--- config.mk ---
export PLATFORM = sky130hd
export DESIGN_NAME = cdb_arbiter_flat
export DESIGN_NICKNAME = d
export VERILOG_FILES = /design/src/rtl/cdb_arbiter_if.sv /design/src/rtl/cdb_arbiter.sv /design/src/flat_wrapper.sv
export SDC_FILE = /design/constraint.sdc
export NUM_CORES = 1
export LEC_CHECK = 0
export BUFFER_PORTS_ARGS = -buffer_cell sky130_fd_sc_hd__buf_4
export CAP_MARGIN = 20
export CORE_UTILIZATION = 51
export CTS_CLUSTER_SIZE = 40
export DETAILED_ROUTE_END_ITERATION = 8
export PLACE_DENSITY = 0.87
export SLEW_MARGIN = 20
export SYNTH_ARGS = -nofsm -noshare
export SYNTH_HDL_FRONTEND = slang
export SYNTH_SLANG_ARGS = --single-unit
--- constraint.sdc ---
create_clock -name clk -period 3.9 [get_ports clk]
set_clock_uncertainty 0.15 [all_clocks]
set_input_delay 0.78 -clock clk [delete_from_list [all_inputs] [get_ports clk]]
set_output_delay 0.78 -clock clk [all_outputs]
set_load 0.005 [all_outputs]
--- src/rtl/cdb_arbiter_if.sv ---
`default_nettype none
// ============================================================================
//  cdb_arbiter_if
//  Producer-to-CDB bus: per-producer results in, one broadcast out.
//  Revision: 1.0
// ============================================================================
interface cdb_arbiter_if #(
  parameter int NUM_SRC   = 2,
  parameter int ROB_IDX_W = 4,
  parameter int DATA_W    = 32
);
  localparam int c_SRC_W = (NUM_SRC > 1) ? $clog2(NUM_SRC) : 1;

  logic [NUM_SRC-1:0]           src_en;
  logic [NUM_SRC*ROB_IDX_W-1:0] src_rob_idx;
  logic [NUM_SRC*DATA_W-1:0]    src_val;
  logic [NUM_SRC-1:0]           src_full;
  logic                         cdb_en;
  logic [ROB_IDX_W-1:0]         cdb_rob_idx;
  logic [DATA_W-1:0]            cdb_val;
  logic [c_SRC_W-1:0]           cdb_src;
  logic                         err_overflow;

  // The arbiter owns the broadcast, so it takes the master side.
  modport master (
    input  src_en, src_rob_idx, src_val,
    output src_full, cdb_en, cdb_rob_idx, cdb_val, cdb_src, err_overflow
  );

  modport slave (
    output src_en, src_rob_idx, src_val,
    input  src_full, cdb_en, cdb_rob_idx, cdb_val, cdb_src, err_overflow
  );
endinterface
`default_nettype wire

--- src/rtl/cdb_arbiter.sv ---
`default_nettype none
// ============================================================================
//  cdb_arbiter
//  Per-producer result queues merged round-robin onto one registered CDB.
//  Revision: 1.0
// ============================================================================
module cdb_arbiter #(
  parameter int NUM_SRC   = 2,
  parameter int QDEPTH    = 2,
  parameter int ROB_IDX_W = 4,
  parameter int DATA_W    = 32,
  parameter int BYPASS    = 0
) (
  input  logic           clk,
  input  logic           rst_in,
  input  logic           rdy_in,
  input  logic           roll_back,
  cdb_arbiter_if.master  bus
);
  localparam int c_SRC_W = (NUM_SRC > 1) ? $clog2(NUM_SRC) : 1;
  localparam int c_PTR_W = (QDEPTH > 1) ? $clog2(QDEPTH) : 1;
  localparam int c_CNT_W = $clog2(QDEPTH + 1);

  typedef logic [c_CNT_W-1:0] cnt_t;

  logic [NUM_SRC-1:0]           w_full;
  logic [NUM_SRC-1:0]           w_nonempty;
  logic [NUM_SRC-1:0]           w_bcand;
  logic [NUM_SRC-1:0]           w_cand;
  logic [NUM_SRC-1:0]           w_sel;
  logic [NUM_SRC-1:0]           w_pop;
  logic [NUM_SRC-1:0]           w_bypass;
  logic [NUM_SRC-1:0]           w_push;
  logic [NUM_SRC*ROB_IDX_W-1:0] w_head_idx;
  logic [NUM_SRC*DATA_W-1:0]    w_head_val;
  logic                         w_found;
  logic [c_SRC_W-1:0]           w_win;
  logic [ROB_IDX_W-1:0]         w_win_idx;
  logic [DATA_W-1:0]            w_win_val;

  logic [c_SRC_W-1:0]   r_rr;
  logic                 r_cdb_en;
  logic [ROB_IDX_W-1:0] r_cdb_rob_idx;
  logic [DATA_W-1:0]    r_cdb_val;
  logic [c_SRC_W-1:0]   r_cdb_src;
  logic                 r_err;

  function automatic logic [c_PTR_W-1:0] f_inc(input logic [c_PTR_W-1:0] p);
    return (p == c_PTR_W'(QDEPTH - 1)) ? '0 : p + 1'b1;
  endfunction

  generate
    for (genvar gi = 0; gi < NUM_SRC; gi++) begin : g_queue
      logic [ROB_IDX_W-1:0] r_mem_idx [QDEPTH];
      logic [DATA_W-1:0]    r_mem_val [QDEPTH];
      logic [c_PTR_W-1:0]   r_head;
      logic [c_PTR_W-1:0]   r_tail;
      cnt_t                 r_cnt;

      // Full is taken from the registered count alone, never from a same-cycle pop.
      assign w_full[gi]     = (r_cnt == cnt_t'(QDEPTH));
      assign w_nonempty[gi] = (r_cnt != '0);
      assign w_head_idx[gi*ROB_IDX_W +: ROB_IDX_W] = r_mem_idx[r_head];
      assign w_head_val[gi*DATA_W +: DATA_W]       = r_mem_val[r_head];

      always_ff @(posedge clk or negedge rst_in) begin
        if (!rst_in) begin
          r_head <= '0;
          r_tail <= '0;
          r_cnt  <= '0;
        end else if (rdy_in) begin
          if (roll_back) begin
            r_head <= '0;
            r_tail <= '0;
            r_cnt  <= '0;
          end else begin
            if (w_push[gi]) r_tail <= f_inc(r_tail);
            if (w_pop[gi])  r_head <= f_inc(r_head);
            r_cnt <= r_cnt + cnt_t'(w_push[gi]) - cnt_t'(w_pop[gi]);
          end
        end
      end

      always_ff @(posedge clk) begin
        if (rdy_in && !roll_back && w_push[gi]) begin
          r_mem_idx[r_tail] <= bus.src_rob_idx[gi*ROB_IDX_W +: ROB_IDX_W];
          r_mem_val[r_tail] <= bus.src_val[gi*DATA_W +: DATA_W];
        end
      end
    end
  endgenerate

  assign w_bcand = (BYPASS != 0) ? (~w_nonempty & bus.src_en) : '0;
  assign w_cand  = w_nonempty | w_bcand;

  // Scan from r_rr upward; the outer loop sets priority order.
  always_comb begin
    w_found   = 1'b0;
    w_sel     = '0;
    w_win     = '0;
    w_win_idx = '0;
    w_win_val = '0;
    for (int k = 0; k < NUM_SRC; k++) begin
      for (int i = 0; i < NUM_SRC; i++) begin
        if (!w_found && w_cand[i] && (((int'(r_rr) + k) % NUM_SRC) == i)) begin
          w_found  = 1'b1;
          w_sel[i] = 1'b1;
          w_win    = c_SRC_W'(i);
          if (w_bcand[i]) begin
            w_win_idx = bus.src_rob_idx[i*ROB_IDX_W +: ROB_IDX_W];
            w_win_val = bus.src_val[i*DATA_W +: DATA_W];
          end else begin
            w_win_idx = w_head_idx[i*ROB_IDX_W +: ROB_IDX_W];
            w_win_val = w_head_val[i*DATA_W +: DATA_W];
          end
        end
      end
    end
  end

  assign w_pop    = w_sel & ~w_bcand;
  assign w_bypass = w_sel & w_bcand;
  assign w_push   = bus.src_en & ~w_full & ~w_bypass;

  always_ff @(posedge clk or negedge rst_in) begin
    if (!rst_in) begin
      r_rr          <= '0;
      r_cdb_en      <= 1'b0;
      r_cdb_rob_idx <= '0;
      r_cdb_val     <= '0;
      r_cdb_src     <= '0;
      r_err         <= 1'b0;
    end else if (rdy_in) begin
      if (roll_back) begin
        r_cdb_en <= 1'b0;
        r_rr     <= '0;
      end else begin
        if (|(bus.src_en & w_full)) r_err <= 1'b1;
        r_cdb_en <= w_found;
        if (w_found) begin
          r_cdb_rob_idx <= w_win_idx;
          r_cdb_val     <= w_win_val;
          r_cdb_src     <= w_win;
          r_rr          <= (w_win == c_SRC_W'(NUM_SRC - 1)) ? '0 : w_win + 1'b1;
        end
      end
    end
  end

  assign bus.src_full     = w_full;
  assign bus.cdb_en       = r_cdb_en;
  assign bus.cdb_rob_idx  = r_cdb_rob_idx;
  assign bus.cdb_val      = r_cdb_val;
  assign bus.cdb_src      = r_cdb_src;
  assign bus.err_overflow = r_err;
endmodule
`default_nettype wire

--- src/flat_wrapper.sv ---
// flat-port wrapper written by rule: the top's interface ports become plain ports
module cdb_arbiter_flat 
#(
  parameter int NUM_SRC   = 2,
  parameter int QDEPTH    = 2,
  parameter int ROB_IDX_W = 4,
  parameter int DATA_W    = 32,
  parameter int BYPASS    = 0
)
  (clk, rst_in, rdy_in, roll_back, bus_src_en, bus_src_rob_idx, bus_src_val, bus_src_full, bus_cdb_en, bus_cdb_rob_idx, bus_cdb_val, bus_cdb_src, bus_err_overflow);
  cdb_arbiter_if #(.NUM_SRC(NUM_SRC), .ROB_IDX_W(ROB_IDX_W), .DATA_W(DATA_W)) bus_i ();
  input  logic clk;
  input  logic rst_in;
  input  logic rdy_in;
  input  logic roll_back;
  input wire logic [$bits(bus_i.src_en)-1:0] bus_src_en;
  input wire logic [$bits(bus_i.src_rob_idx)-1:0] bus_src_rob_idx;
  input wire logic [$bits(bus_i.src_val)-1:0] bus_src_val;
  output wire logic [$bits(bus_i.src_full)-1:0] bus_src_full;
  output wire logic [$bits(bus_i.cdb_en)-1:0] bus_cdb_en;
  output wire logic [$bits(bus_i.cdb_rob_idx)-1:0] bus_cdb_rob_idx;
  output wire logic [$bits(bus_i.cdb_val)-1:0] bus_cdb_val;
  output wire logic [$bits(bus_i.cdb_src)-1:0] bus_cdb_src;
  output wire logic [$bits(bus_i.err_overflow)-1:0] bus_err_overflow;
  assign bus_i.src_en = bus_src_en;
  assign bus_i.src_rob_idx = bus_src_rob_idx;
  assign bus_i.src_val = bus_src_val;
  assign bus_src_full = bus_i.src_full;
  assign bus_cdb_en = bus_i.cdb_en;
  assign bus_cdb_rob_idx = bus_i.cdb_rob_idx;
  assign bus_cdb_val = bus_i.cdb_val;
  assign bus_cdb_src = bus_i.cdb_src;
  assign bus_err_overflow = bus_i.err_overflow;
  cdb_arbiter #(.NUM_SRC(NUM_SRC), .QDEPTH(QDEPTH), .ROB_IDX_W(ROB_IDX_W), .DATA_W(DATA_W), .BYPASS(BYPASS)) u_core (.clk(clk), .rst_in(rst_in), .rdy_in(rdy_in), .roll_back(roll_back), .bus(bus_i));
endmodule
==> After elaboration in Yosys (flattened, before gate mapping) <==
Memory sizes are Yosys's and may differ from the RTL's.
Index checks and enable logic that the tools add are counted.
W data, S select, Z words.
{ "word_totals": {"ram_bits": 144, "rom_bits": 0, "register_bits": 48, "mem_count": 4, "latch_bits": 0, "word_cells": 104} }
{ "mem_list": {"columns": ["memory", "depth", "width", "rd", "rd_ports_with_merged_regs", "wr", "line_no", "source"], "rows": [
  ["u_core.g_queue[0].r_mem_val", 2, 32, 1, 0, 1, "cdb_arbiter.sv:55", "logic [DATA_W-1:0] r_mem_val [QDEPTH];"],
  ["u_core.g_queue[1].r_mem_val", 2, 32, 1, 0, 1, "cdb_arbiter.sv:55", null],
  ["u_core.g_queue[0].r_mem_idx", 2, 4, 1, 0, 1, "cdb_arbiter.sv:54", "logic [ROB_IDX_W-1:0] r_mem_idx [QDEPTH];"],
  ["u_core.g_queue[1].r_mem_idx", 2, 4, 1, 0, 1, "cdb_arbiter.sv:54", null]
]} }
{ "classes": {"n_shift": 0, "n_addsub": 10, "n_div": 0, "n_bitwise": 5, "muxes": 39, "n_reduce_logical": 31, "multipliers": 0, "order_cmp": 0, "n_eq_ne": 3} }
{ "ops": {"columns": ["op", "n"], "rows": [
  ["$mux W32", 4],
  ["$logic_not A32 Y1", 2],
  ["$mux W1", 29],
  ["$mux W4", 4],
  ["$reduce_bool A2 Y1", 7],
  ["$logic_and A1 B1 Y1", 10],
  ["$reduce_and A2 Y1", 5],
  ["$add A1 B1 Y1 const B", 6],
  ["$eq A2 B2 Y1 const B", 3],
  ["$reduce_and A3 Y1", 2],
  ["$add A2 B1 Y2", 2],
  ["$and A2 B2 Y2", 2],
  ["$logic_not A1 Y1", 4],
  ["$mux W2", 2],
  ["$sub A2 B1 Y2", 2],
  ["$not A2 Y2", 1],
  ["$reduce_or A2 Y1", 1],
  ["$and A1 B1 Y1 const A", 1],
  ["$not A1 Y1", 1]
]} }

==> Longest topological paths before layout <==
Gate-level depths: netlist of run 1.
{ "depth": {"word_depth": 19, "depth_mapped": 10} }

==> Worst setup path after synthesis of run 1 <==
Ideal clock, no wire load.
{ "synth_path": {"path_type": "input -> register", "start": "in roll_back", "end": "mem u_core.g_queue[0].r_mem_idx[0][0], enable pin", "t_arrival_ps": 3575, "required_ps": 3276, "setup_slack_ps": -299, "stages": 3, "setup_time_ps": 474, "n_path_buf": 1, "path_cell_list": "nand2b_4 > buf_2 > nor3_1"} }
{ "synth_between": {"elab_chain_len": 5} }
{ "synth_lines": {"columns": ["item", "line_no", "source"], "rows": [
  ["from (decl)", "flat_wrapper.sv:15", "input logic roll_back;"],
  ["$logic_not A1 Y1", "cdb_arbiter.sv:85", "if (rdy_in && !roll_back && w_push[gi]) begin"],
  ["$logic_and A1 B1 Y1 (2 in a row)", "cdb_arbiter.sv:85", null],
  ["$mux W1", "cdb_arbiter.sv:85", null],
  ["$mux W1 (implied by the code)", "cdb_arbiter.sv:86", "r_mem_idx[r_tail] <= bus.src_rob_idx[gi*ROB_IDX_W +: ROB_IDX_W];"],
  ["to (decl)", "cdb_arbiter.sv:54", null]
]} }
Every way passes these cells.

==> Final worst setup path of run 1 <==
{ "layout_path": {"start": "reg u_core.g_queue[1].r_cnt[1]", "end": "reg u_core.g_queue[0].r_cnt[1]"} }
{ "layout_between": {"elab_chain_len": 10} }
{ "layout_lines": {"columns": ["item", "line_no", "source"], "rows": [
  ["from (decl)", "cdb_arbiter.sv:58", "cnt_t r_cnt;"],
  ["from (signal assigned)", "cdb_arbiter.sv:79", "r_cnt <= r_cnt + cnt_t'(w_push[gi]) - cnt_t'(w_pop[gi]);"],
  ["$reduce_bool A2 Y1", "cdb_arbiter.sv:62", "assign w_nonempty[gi] = (r_cnt != '0);"],
  ["$logic_and A1 B1 Y1 (2 in a row)", "cdb_arbiter.sv:105", "if (!w_found && w_cand[i] && (((int'(r_rr) + k) % NUM_SRC) == i)) begin"],
  ["$mux W1", "cdb_arbiter.sv:105", null],
  ["$logic_not A1 Y1", "cdb_arbiter.sv:105", null],
  ["$logic_and A1 B1 Y1 (2 in a row)", "cdb_arbiter.sv:105", null],
  ["$mux W1", "cdb_arbiter.sv:105", null],
  ["$sub A2 B1 Y2", "cdb_arbiter.sv:79", null],
  ["$mux W2", "cdb_arbiter.sv:72", "if (roll_back) begin"],
  ["to (signal assigned)", "cdb_arbiter.sv:79", null],
  ["to (decl)", "cdb_arbiter.sv:58", null]
]} }
Every way passes these cells.
A chain may end at the register's enable or synchronous reset.

==> results of run 1 <==
[through the flow]
step / hold slack [ps] / setup TNS (ps) / instances / util [%]
after global placement: 320 / 0 / 735 / 59.1
after CTS: 254 / 0 / 767 / 63.1
after global routing: 291 / 0 / 768 / 63.3
final: 245 / 0 / 768 / 63.3
after detailed placement: 322 / 0 / 735 / 59.1
after floorplan: 318 / -43050 / 449 / -
[synth_stat cells (5+ instances only)]
cell        n  area (sq um)
o21ai_0    20           100
o21ai_1    11          55.1
o22ai_1    16           100
dfrtp_1    48          1200
buf_2       8          40.0
mux2i_1    62           621
nor3_1      5          25.0
inv_1      10          37.5
edfxtp_1  144          4320
nand2_1    15          56.3
mux2_2     12           135
o21a_1     24           180
buf_6       8          90.1
o221ai_1   24           210
[logic make-up after synthesis]
logic type / count (synthesis)
flip-flops: 192
AO/OA/AOI/OAI: 107
multiplexers: 74
buffers and inverters: 36
AND/OR/NAND/NOR: 34
adder cells (fa/ha/maj): 4
XOR/XNOR: 2
[layout by cell type, fill, tap and decap left out, drive strengths merged]
cell    count
buf       129
clkbuf     23
dfrtp      48
o21a       24
o31ai       1
nor2b       2
a21o        2
a22oi       1
o221ai     24
xor2        2
inv        15
a22o        3
o22ai      16
o21bai      1
mux2       12
o21ai      34
ha          4
and2b       2
a21oi       1
nor2        5
or2         1
mux2i      62
clkinv      4
nor3        5
edfxtp    144
and3        1
nand2      15
nand2b      3
[worst paths after layout]
path,endpoint,cells after the start,startpoint
worst max-delay path,u_core.g_queue[0].r_cnt[1],10,u_core.g_queue[1].r_cnt[1]
worst min-delay path,u_core.bus.cdb_val[8],1,rst_in
worst max register to register,u_core.g_queue[0].r_cnt[1],10,u_core.g_queue[1].r_cnt[1]
worst min register to register,u_core.bus.err_overflow,1,u_core.bus.err_overflow
max in group asynchronous,u_core.g_queue[0].r_head,1,rst_in
min in group clk,u_core.bus.err_overflow,1,u_core.bus.err_overflow
[power breakdown]
| part | total (mW) | internal (mW) | switching [mW] |
|---|---|---|---|
| clock network | 1.67 | 0.954 | 0.718 |
| registers | 2.88 | 2.53 | 0.350 |
| logic | 1.85 | 0.949 | 0.904 |
[worst max-delay path: cells and delay by family, from the launching register on]
| kind | cells | cell delay (ps) |
|---|---|---|
| AO/OA/AOI/OAI | 4 | 880 |
| XOR/XNOR | 1 | 190 |
| adder cells (fa/ha/maj) | 2 | 400 |
| buffers and inverters | 3 | 440 |
| flip-flops | 1 | 450 |
[sequential cells by signal (all words and copies together) (netlist names)]
name,flops
u_core.g_queue.r_head,2
u_core.bus.cdb_en,1
u_core.g_queue.r_cnt,4
u_core.bus.cdb_src,1
u_core.bus.cdb_rob_idx,4
u_core.r_rr,1
u_core.bus.err_overflow,1
u_core.g_queue.r_tail,2
u_core.g_queue.r_mem_val,128
u_core.bus.cdb_val,32
u_core.g_queue.r_mem_idx,16
[routing by layer]
| metal | vias up | track usage (%) | share of wire [%] |
|---|---|---|---|
| met5 | - | 0 | 0 |
| met4 | 0 | 8.06 | 1.4 |
| met3 | 11 | 5.22 | 5.9 |
| met2 | 135 | 35.7 | 53 |
| met1 | 2170 | 24.3 | 39 |
| li1 | 1992 | - | - |
[layout make-up]
type,instances,share of cell area (%)
sequential,192,60.3
inverter,10,0.409
tap,184,2.51
clock inverter,9,0.696
multi-input combinational,221,19.6
clock buffer,23,5.69
timing repair buffer,129,10.8
==> flow_summary.yaml, run 1 <==
placement:
  pre_cts_slack_ps: 891
  numPortBuffers: 118
  gp_congestion: 0.760
  placed_area_sq_um: 8550
  place_hpwl_microns: 9860
critical_path:
  slowest_delay_ps: 450
  critPathSlowestCell: "dfrtp_1"
  required_ps: 4060
  cp_max_fo: 25
  crit_chain: "o21ai_2 > o21ai_2 > buf_4 > inv_1 > ha_1 > inv_1 > ha_1 > xor2_1 > o21ai_0 > a22o_1"
  end_kind: "flop"
  regToRegSetupSlack_ps: 1280
  crit_path_start_kind: "flop"
  critPathKind: "flop to flop"
  cp_data_arrival_time_ps: 2770
drt:
  avgViaCountPerCell: 5.61
  routedWlPerCell_microns: 19.6
  drc_errors: 0
  ant_nets: 0
  drt_pass1_iterations: 4
  wl_microns: 15100
  first_iter_violations: 343
  via_count: 4308
timing:
  rsz0062_at_grt: "no"
  worst_slack_ps: 1280
  period_share_pct: 67.1
  finalSetupViolations: 0
  hold_viol: 0
  relSlewSlack_pct: 27.3
  fmax_mhz: 382
  period_needed_ps: 2620
  drv_slew: 0
  worstMarginPinSlew_ps: 1090
clocking:
  clkSinkCount: 192
  cts_tree: "done"
  cts_buffers: 17
  ctsResizeCount: 0
  post-cts-setup-buffers: 0
  clk_path_buf_depth: 2
  htree_levels: 4
  holdBufCountCts: 0
  clk_latency_ps: 420
  clk_pin_slew_ps: 70
  root_buffer: "clkbuf_16"
synthesis:
  synthCells: 449
  yosys.cell_types.count: 38
  synth-async-reset-ratio_pct: 25.0
  ys_ff_latch: 192
  synth_top_family_by_area: "compound AO/OA/AOI/OAI gates"
  synth_edf_count: 144
  synth-simple-area-share_pct: 2.51
  synth.area.mux_share_pct: 9.99
  synthXorXnorAreaFrac_pct: 0.232
  synth_compound_area_share_pct: 10.1
  ys.warnings.count: 0
  avgSynthCellArea_sq_um: 16.9
  seq_area_frac_synth_pct: 73.0
  synthFlopType: "edfxtp_1"
  synth_adder_area_share_pct: 0.661
  syn-cell-area_sq_um: 7570
  syn_nets: 531
final_layout:
  seq_area_sq_um: 5530
  stdcell_area_sq_um: 9170
  multi_input_area_sq_um: 1800
  drive_gt1_share_pct: 32.4
  fillers: 1002
  antennaDiodeCount: 0
  fin_nets: 653
  area_growth_pct: 21.2
power_and_ir_drop:
  finalPower_mw: 6.40
  peakVddDrop_mv: 0.338
  total_leakage_power_nw: 3.41
  power_per_cell_area_nw_per_um2: 698
grt:
  overflow: 0
  grtUsageTotal_pct: 20.5
  antenna_found_initial: 0
  grt_pass1_wl_microns: 22600
  grt_max_degree: 49
  grt_pass1_vias: 4304
floorplanning:
  core-area_sq_um: 14500
  die-area_sq_um: 15300
  io_pins: 119
  die_y_microns: 124
  dieWidth_microns: 124
  row_count: 44
  start_util_pct: 52.3
flow_run:
  cap_violations: 0
hold_path:
  hold_path.class: "primary input to async pin"
status:
  status: "completed"
Note: power is estimated with default switching activity, not from simulation.
==> run 2, diff against run 1 <==
--- a/config.mk
+++ b/config.mk
@@ -5,12 +5,13 @@
 export SDC_FILE = /design/constraint.sdc
 export NUM_CORES = 1
 export LEC_CHECK = 0
+export ABC_AREA = 1
 export BUFFER_PORTS_ARGS = -buffer_cell sky130_fd_sc_hd__buf_4
 export CAP_MARGIN = 20
-export CORE_UTILIZATION = 51
+export CORE_UTILIZATION = 57
 export CTS_CLUSTER_SIZE = 40
 export DETAILED_ROUTE_END_ITERATION = 8
-export PLACE_DENSITY = 0.87
+export PLACE_DENSITY = 0.9
 export SLEW_MARGIN = 20
 export SYNTH_ARGS = -nofsm -noshare
 export SYNTH_HDL_FRONTEND = slang
==> constraint.sdc (replaced) <==
create_clock -name clk -period 2.7 [get_ports clk]
set_clock_uncertainty 0.15 [all_clocks]
set_input_delay 0.54 -clock clk [delete_from_list [all_inputs] [get_ports clk]]
set_output_delay 0.54 -clock clk [all_outputs]
set_load 0.005 [all_outputs]
==> flow_summary.yaml, run 2 <==
status:
  status: "completed"
synthesis:
  syn-cell-area_sq_um: 8390
  ys_ff_latch: 192
  synth-async-reset-ratio_pct: 25.0
  synthTopCellsByCount: "322 x nand2_1, 144 x edfxtp_1, 113 x inv_1, 62 x nand3_1, 55 x nor2_1"
  synthFlopType: "edfxtp_1"
  synthTopCellsByArea: "edfxtp_1 52%, nand2_1 14%, dfrtp_1 14%"
  yosysTopAreaCell: "edfxtp_1"
  synth_edf_count: 144
  netlist.area_leader.share_pct: 51.5
  avgSynthCellArea_sq_um: 9.79
  yosysMostFrequentCell: "nand2_1"
  synthCells: 857
  ys.warnings.count: 0
  yosys.cell_types.count: 25
  syn_nets: 939
  seq_area_frac_synth_pct: 65.8
drt:
  dr_wl_met3_microns: 1270
  first_iter_violations: 651
  avgViaCountPerCell: 5.13
  wl_microns: 17800
  via_count: 5957
  wl_met1_microns: 7660
  top_layer_used: "met4"
  drc_errors: 0
  met2_wirelength_microns: 8440
  routedWlPerCell_microns: 15.3
  drt_pass1_iterations: 5
  ant_nets: 0
power_and_ir_drop:
  power_per_cell_area_nw_per_um2: 999
  total_leakage_power_nw: 4.69
  clockPowerShare_pct: 23.8
  internal_power_mw: 6.29
  power_frac_seq_pct: 39.4
  netSwitchingFraction_pct: 36.9
  switching_power_mw: 3.68
  peakVddDrop_mv: 0.601
  p_comb_share_pct: 36.8
timing:
  fin_setup_tns_ps: 0
  holdWs_ps: 138
  finalSetupViolations: 0
  fmax_mhz: 476
  hold_viol: 0
  drv_slew: 0
  worstMarginPinSlew_ps: 624
  rsz0062_at_grt: "no"
  period_needed_ps: 2100
  relSlewSlack_pct: 58.4
  period_share_pct: 77.9
critical_path:
  cp_common_cell: "nand2_4"
  slowest_delay_ps: 440
  end_kind: "flop"
  critPathKind: "flop to flop"
  crit_chain: "inv_2 > nand2_4 > nand2_4 > nand2_4 > nand2_1 > nand3_1 > nand2_1 > inv_1"
  crit_path_start_kind: "flop"
  cp_data_arrival_time_ps: 2280
  r2r_cells: 8
  critPathSlowestCell: "dfrtp_1"
  required_ps: 2880
  cp_max_fo: 37
clocking:
  cts_buffers: 17
  clk_pin_slew_ps: 70
  clk_latency_ps: 430
  clk_path_buf_depth: 2
  htree_levels: 4
  post-cts-setup-buffers: 0
  root_buffer: "clkbuf_16"
  cts_tree: "done"
  clkSinkCount: 192
placement:
  gp_congestion: 0.856
  place_hpwl_microns: 11900
  numPortBuffers: 118
  place_inst: 1128
final_layout:
  area_growth_pct: 18.9
  antennaDiodeCount: 0
  top_register: "u_core.g_queue.r_mem_val"
  largest_register_ffs: 128
  drive_gt1_share_pct: 18.0
  final_cell_mix: "322 x nand2_1, 144 x edfxtp_1, 125 x buf_4, 113 x inv_1, 62 x nand3_1"
  final_common_cell: "nand2_1"
  fillers: 923
  final_cells: 1161
  fin_nets: 1050
floorplanning:
  io_pins: 119
  die-area_sq_um: 15200
  die_y_microns: 123
  row_count: 43
  dieWidth_microns: 123
  core-area_sq_um: 14100
  start_util_pct: 59.5
grt:
  grt_pass1_wl_microns: 27500
  overflow: 0
  grtUsageTotal_pct: 24.6
  grt_max_degree: 61
  antenna_found_initial: 0
  grt_pass1_vias: 5527
hold_path:
  hold_path.class: "primary input to flop"
  hold_depth: 1
flow_run:
  cap_violations: 0
## run 2: changes by cell type in the layout (fill, tap and decap cells not counted), moves of 47 or more
cell     previous run  this run
inv_1              10       113
mux2i_1            62         0
nand2_1            15       322
nand3_1             0        62
nor2_1              4        51
## run 2: path summary, 6_finish.rpt
path                                                 start  slack, ps                                 to
worst max-delay path            u_core.g_queue[0].r_cnt[1]        600              u_core.bus.cdb_val[7]
worst min-delay path                        bus_src_val[5]        140  u_core.g_queue[0].r_mem_val[1][5]
worst max register to register  u_core.g_queue[0].r_cnt[1]        600              u_core.bus.cdb_val[7]
worst min register to register     u_core.bus.err_overflow        320            u_core.bus.err_overflow
max in group asynchronous                           rst_in       1450             u_core.bus.cdb_val[25]
min in group asynchronous                           rst_in        520              u_core.bus.cdb_val[6]
## run 2: metrics by stage
stage | power, mW | setup slack, ps | instance area (sq um) | utilization (%)
after global routing | 10.6 | 471 | 9980 | 70.8
final | 9.97 | 597 | 9980 | 70.8
after detailed placement | 7.57 | 586 | 9400 | 66.7
after floorplan | 6.43 | -300 | 8390 | -
after global placement | 7.46 | 669 | 9400 | 66.7
after CTS | 9.97 | 632 | 9980 | 70.8
## run 2: repair_timing
item                                   4_1_cts  5_1_grt
hold buffers                                 1        0
gates resized for setup                      0        0
endpoints found under the hold margin       48        0
## run 2: logic make-up after synthesis
group                    Yosys count  synth area share [%]
adder cells (fa/ha/maj)            4                 0.596
AO/OA/AOI/OAI                     31                  1.97
buffers and inverters            158                  8.22
XOR/XNOR                           2                 0.209
flip-flops                       192                  65.8
AND/OR/NAND/NOR                  470                  23.2
## run 2: critical path, delay by kind of cell, from the launching register on
kind | cells | cell delay (ps)
simple gates | 6 | 1240
flops | 1 | 440
buf+inv | 2 | 140
## run 2: routing by layer
layer	track usage, %	vias up
li1	-	2910
met1	34.5	2756
met2	36.9	252
met3	5.77	39
met4	11.1	0
met5	0	-
## run 2: final cells by class
| cell class | count | area [sq um] | area share, % |
|---|---|---|---|
| sequential | 192 | 5530 | 55.4 |
| multi-input combinational | 507 | 2200 | 22.0 |
| timing repair buffer | 129 | 1010 | 10.1 |
| clock buffer | 22 | 475 | 4.77 |
| inverter | 121 | 457 | 4.58 |
| tap | 180 | 225 | 2.26 |
| clock inverter | 10 | 87.6 | 0.878 |
## run 2: power groups by stage
stage / sequential (mW) / combinational (mW) / clock (mW)
after CTS: 3.92 / 3.65 / 2.40
final: 3.92 / 3.67 / 2.38
after floorplan: 3.91 / 2.52 / 0
after global routing: 3.95 / 4.10 / 2.53
after detailed placement: 3.97 / 3.60 / 0
after global placement: 3.97 / 3.48 / 0
==> run 3, diff against run 2 <==
--- a/config.mk
+++ b/config.mk
@@ -5,10 +5,10 @@
 export SDC_FILE = /design/constraint.sdc
 export NUM_CORES = 1
 export LEC_CHECK = 0
-export ABC_AREA = 1
+export ABC_AREA = 0
 export BUFFER_PORTS_ARGS = -buffer_cell sky130_fd_sc_hd__buf_4
 export CAP_MARGIN = 20
-export CORE_UTILIZATION = 57
+export CORE_UTILIZATION = 56
 export CTS_CLUSTER_SIZE = 40
 export DETAILED_ROUTE_END_ITERATION = 8
 export PLACE_DENSITY = 0.9
==> constraint.sdc (replaced) <==
create_clock -name clk -period 2.1 [get_ports clk]
set_clock_uncertainty 0.15 [all_clocks]
set_input_delay 0.42 -clock clk [delete_from_list [all_inputs] [get_ports clk]]
set_output_delay 0.42 -clock clk [all_outputs]
set_load 0.005 [all_outputs]
==> flow_summary.yaml, run 3 (same netlist as run 1, synthesis figures left out) <==
status:
  status: "complete, but fails checks"
  violations: "design-rule violations"
timing:
  period_needed_ps: 2040
  hold_viol: 0
  period_share_pct: 96.9
  finalSetupViolations: 0
  drv_slew: 0
  relSlewSlack_pct: 65.4
  fmax_mhz: 491
  worstMarginPinSlew_ps: 519
final_layout:
  antennaDiodeCount: 0
  final_common_cell: "edfxtp_1"
  fin_nets: 671
  fin_util_pct: 72.2
  area_growth_pct: 25.8
  top_register: "u_core.g_queue.r_mem_val"
  stdcell_area_sq_um: 9520
  largest_register_ffs: 128
  fillers: 751
  drive_gt1_share_pct: 36.5
  final_cell_mix: "144 x edfxtp_1, 136 x buf_4, 62 x mux2i_1, 43 x dfrtp_1"
power_and_ir_drop:
  power_per_cell_area_nw_per_um2: 1330
  netSwitchingFraction_pct: 32.4
  clockPowerShare_pct: 25.2
  peakVddDrop_mv: 0.842
  internal_power_mw: 8.56
  switching_power_mw: 4.10
  p_comb_share_pct: 34.2
  finalPower_mw: 12.7
  power_frac_seq_pct: 40.6
  total_leakage_power_nw: 3.52
floorplanning:
  row_count: 42
  start_util_pct: 57.4
  die-area_sq_um: 14000
  io_pins: 119
  dieWidth_microns: 118
  core-area_sq_um: 13200
  die_y_microns: 118
hold_path:
  hold_depth: 1
  hold_end: "u_core.g_queue[0].r_mem_val[0][31]"
  hold_path.class: "primary input to flop"
  holdCritStartpoint: "bus_src_val[31]"
grt:
  overflow: 0
  antenna_found_initial: 0
  grt_pass1_vias: 4901
  grtUsageTotal_pct: 24.8
  grt_max_degree: 49
  grt_pass1_wl_microns: 25600
drt:
  via_count: 4629
  drc_errors: 2
  routedWlPerCell_microns: 22.4
  avgViaCountPerCell: 5.95
  wl_microns: 17400
  drt_pass1_iterations: 7
  first_iter_violations: 408
  ant_nets: 0
placement:
  gp_congestion: 0.759
  placed_area_sq_um: 8790
  numPortBuffers: 118
  place_hpwl_microns: 10500
critical_path:
  r2r_end: "u_core.bus.cdb_val[21]"
  r2r_cells: 6
  end_kind: "flop"
  reg2reg_from: "u_core.g_queue[0].r_cnt[0]"
  regToRegSetupSlack_ps: 60
  crit_path_start_kind: "flop"
  cp_max_fo: 26
  cp_data_arrival_time_ps: 2210
  required_ps: 2270
  critPathKind: "flop to flop"
clocking:
  htree_levels: 4
  clkSinkCount: 192
  cts_buffers: 17
  clk_latency_ps: 440
  clk_path_buf_depth: 2
  root_buffer: "clkbuf_16"
  clk_pin_slew_ps: 70
  cts_tree: "done"
flow_run:
  cap_violations: 0
==> run 3: cell types whose count changed in the layout (fill, tap and decap cells not counted), sizes merged, moves of 12 or more <==
cell and change:
inv -109, mux2 +12, o221ai +24, buf +18
or2 -23, o22ai +13, mux2i +62, nand3 -62
nor2 -51, nand2 -313, o21a +24
==> run 3: worst max-delay path by stage <==
stage	start	endpoint	slack (ps)	cells past startpoint
5_1_grt	u_core.g_queue[0].r_cnt[0]	u_core.bus.cdb_val[21]	-20	6
3_5_place_dp	u_core.g_queue[1].r_cnt[1]	u_core.g_queue[1].r_cnt[1]	-60	9
2_1_floorplan	u_core.g_queue[1].r_cnt[0]	u_core.g_queue[1].r_mem_idx[0][0]	-230	3
6_report	u_core.g_queue[0].r_cnt[0]	u_core.bus.cdb_val[21]	60	6
4_1_cts	u_core.g_queue[0].r_cnt[1]	u_core.g_queue[0].r_cnt[1]	10	8
3_3_place_gp	u_core.g_queue[1].r_cnt[1]	u_core.g_queue[1].r_cnt[1]	50	9
==> run 3: metal layers <==
layer,global-route usage [%],wire length [microns]
met5,0,0
met4,12.4,384
met3,5.50,1060
met2,42.5,9330
met1,29.4,6620
==> run 3: area by class of cell <==
type	count	area, sq um	area share [%]
clock buffers	19	443	4.65
clock inverters	13	136	1.43
inverters	10	37.5	0.394
multi-input cells	221	1920	20.2
flip-flops and latches	192	5530	58.1
well taps	176	220	2.31
repair buffers	147	1230	12.9
==> run 3: power by group through the flow <==
stage          logic (mW)  clock network, mW  registers [mW]
6_report             4.33               3.19            5.13
5_1_grt              4.61               3.34            5.19
4_1_cts              4.03               3.18            5.11
3_5_place_dp         3.85                  0            5.19
3_3_place_gp         3.69                  0            5.14
2_1_floorplan        2.59                  0            5.09
==> run 3: through the flow <==
stage                     std cells  hold WS (ps)  TNS (ps)  setup WS, ps
final                           778          13.8         0          64.6
after CTS                       778          4.91         0          13.0
after detailed placement        739           278     -92.5         -57.5
after floorplan                 449         -25.6    -33130          -232
after global placement          739           253         0          51.4
after global routing            778          5.18     -32.0         -19.4
==> run 3: timing repair <==
| item | CTS | global route |
|---|---|---|
| hold buffers | 1 | 0 |
| pin swaps | 6 | 6 |
| setup endpoints to repair | 2 | 2 |
| resized for setup | 7 | 13 |
| buffers inserted | 6 | 0 |
| hold endpoints to repair | 32 | 0 |
==> run 3: worst max-delay path, cell delays in order (launching register included) <==
cell and delay, ps:
dfrtp_2 440, buf_4 150, nor2_4 140, buf_4 250
a21o_2 470, nand2_1 130, o21ai_1 200
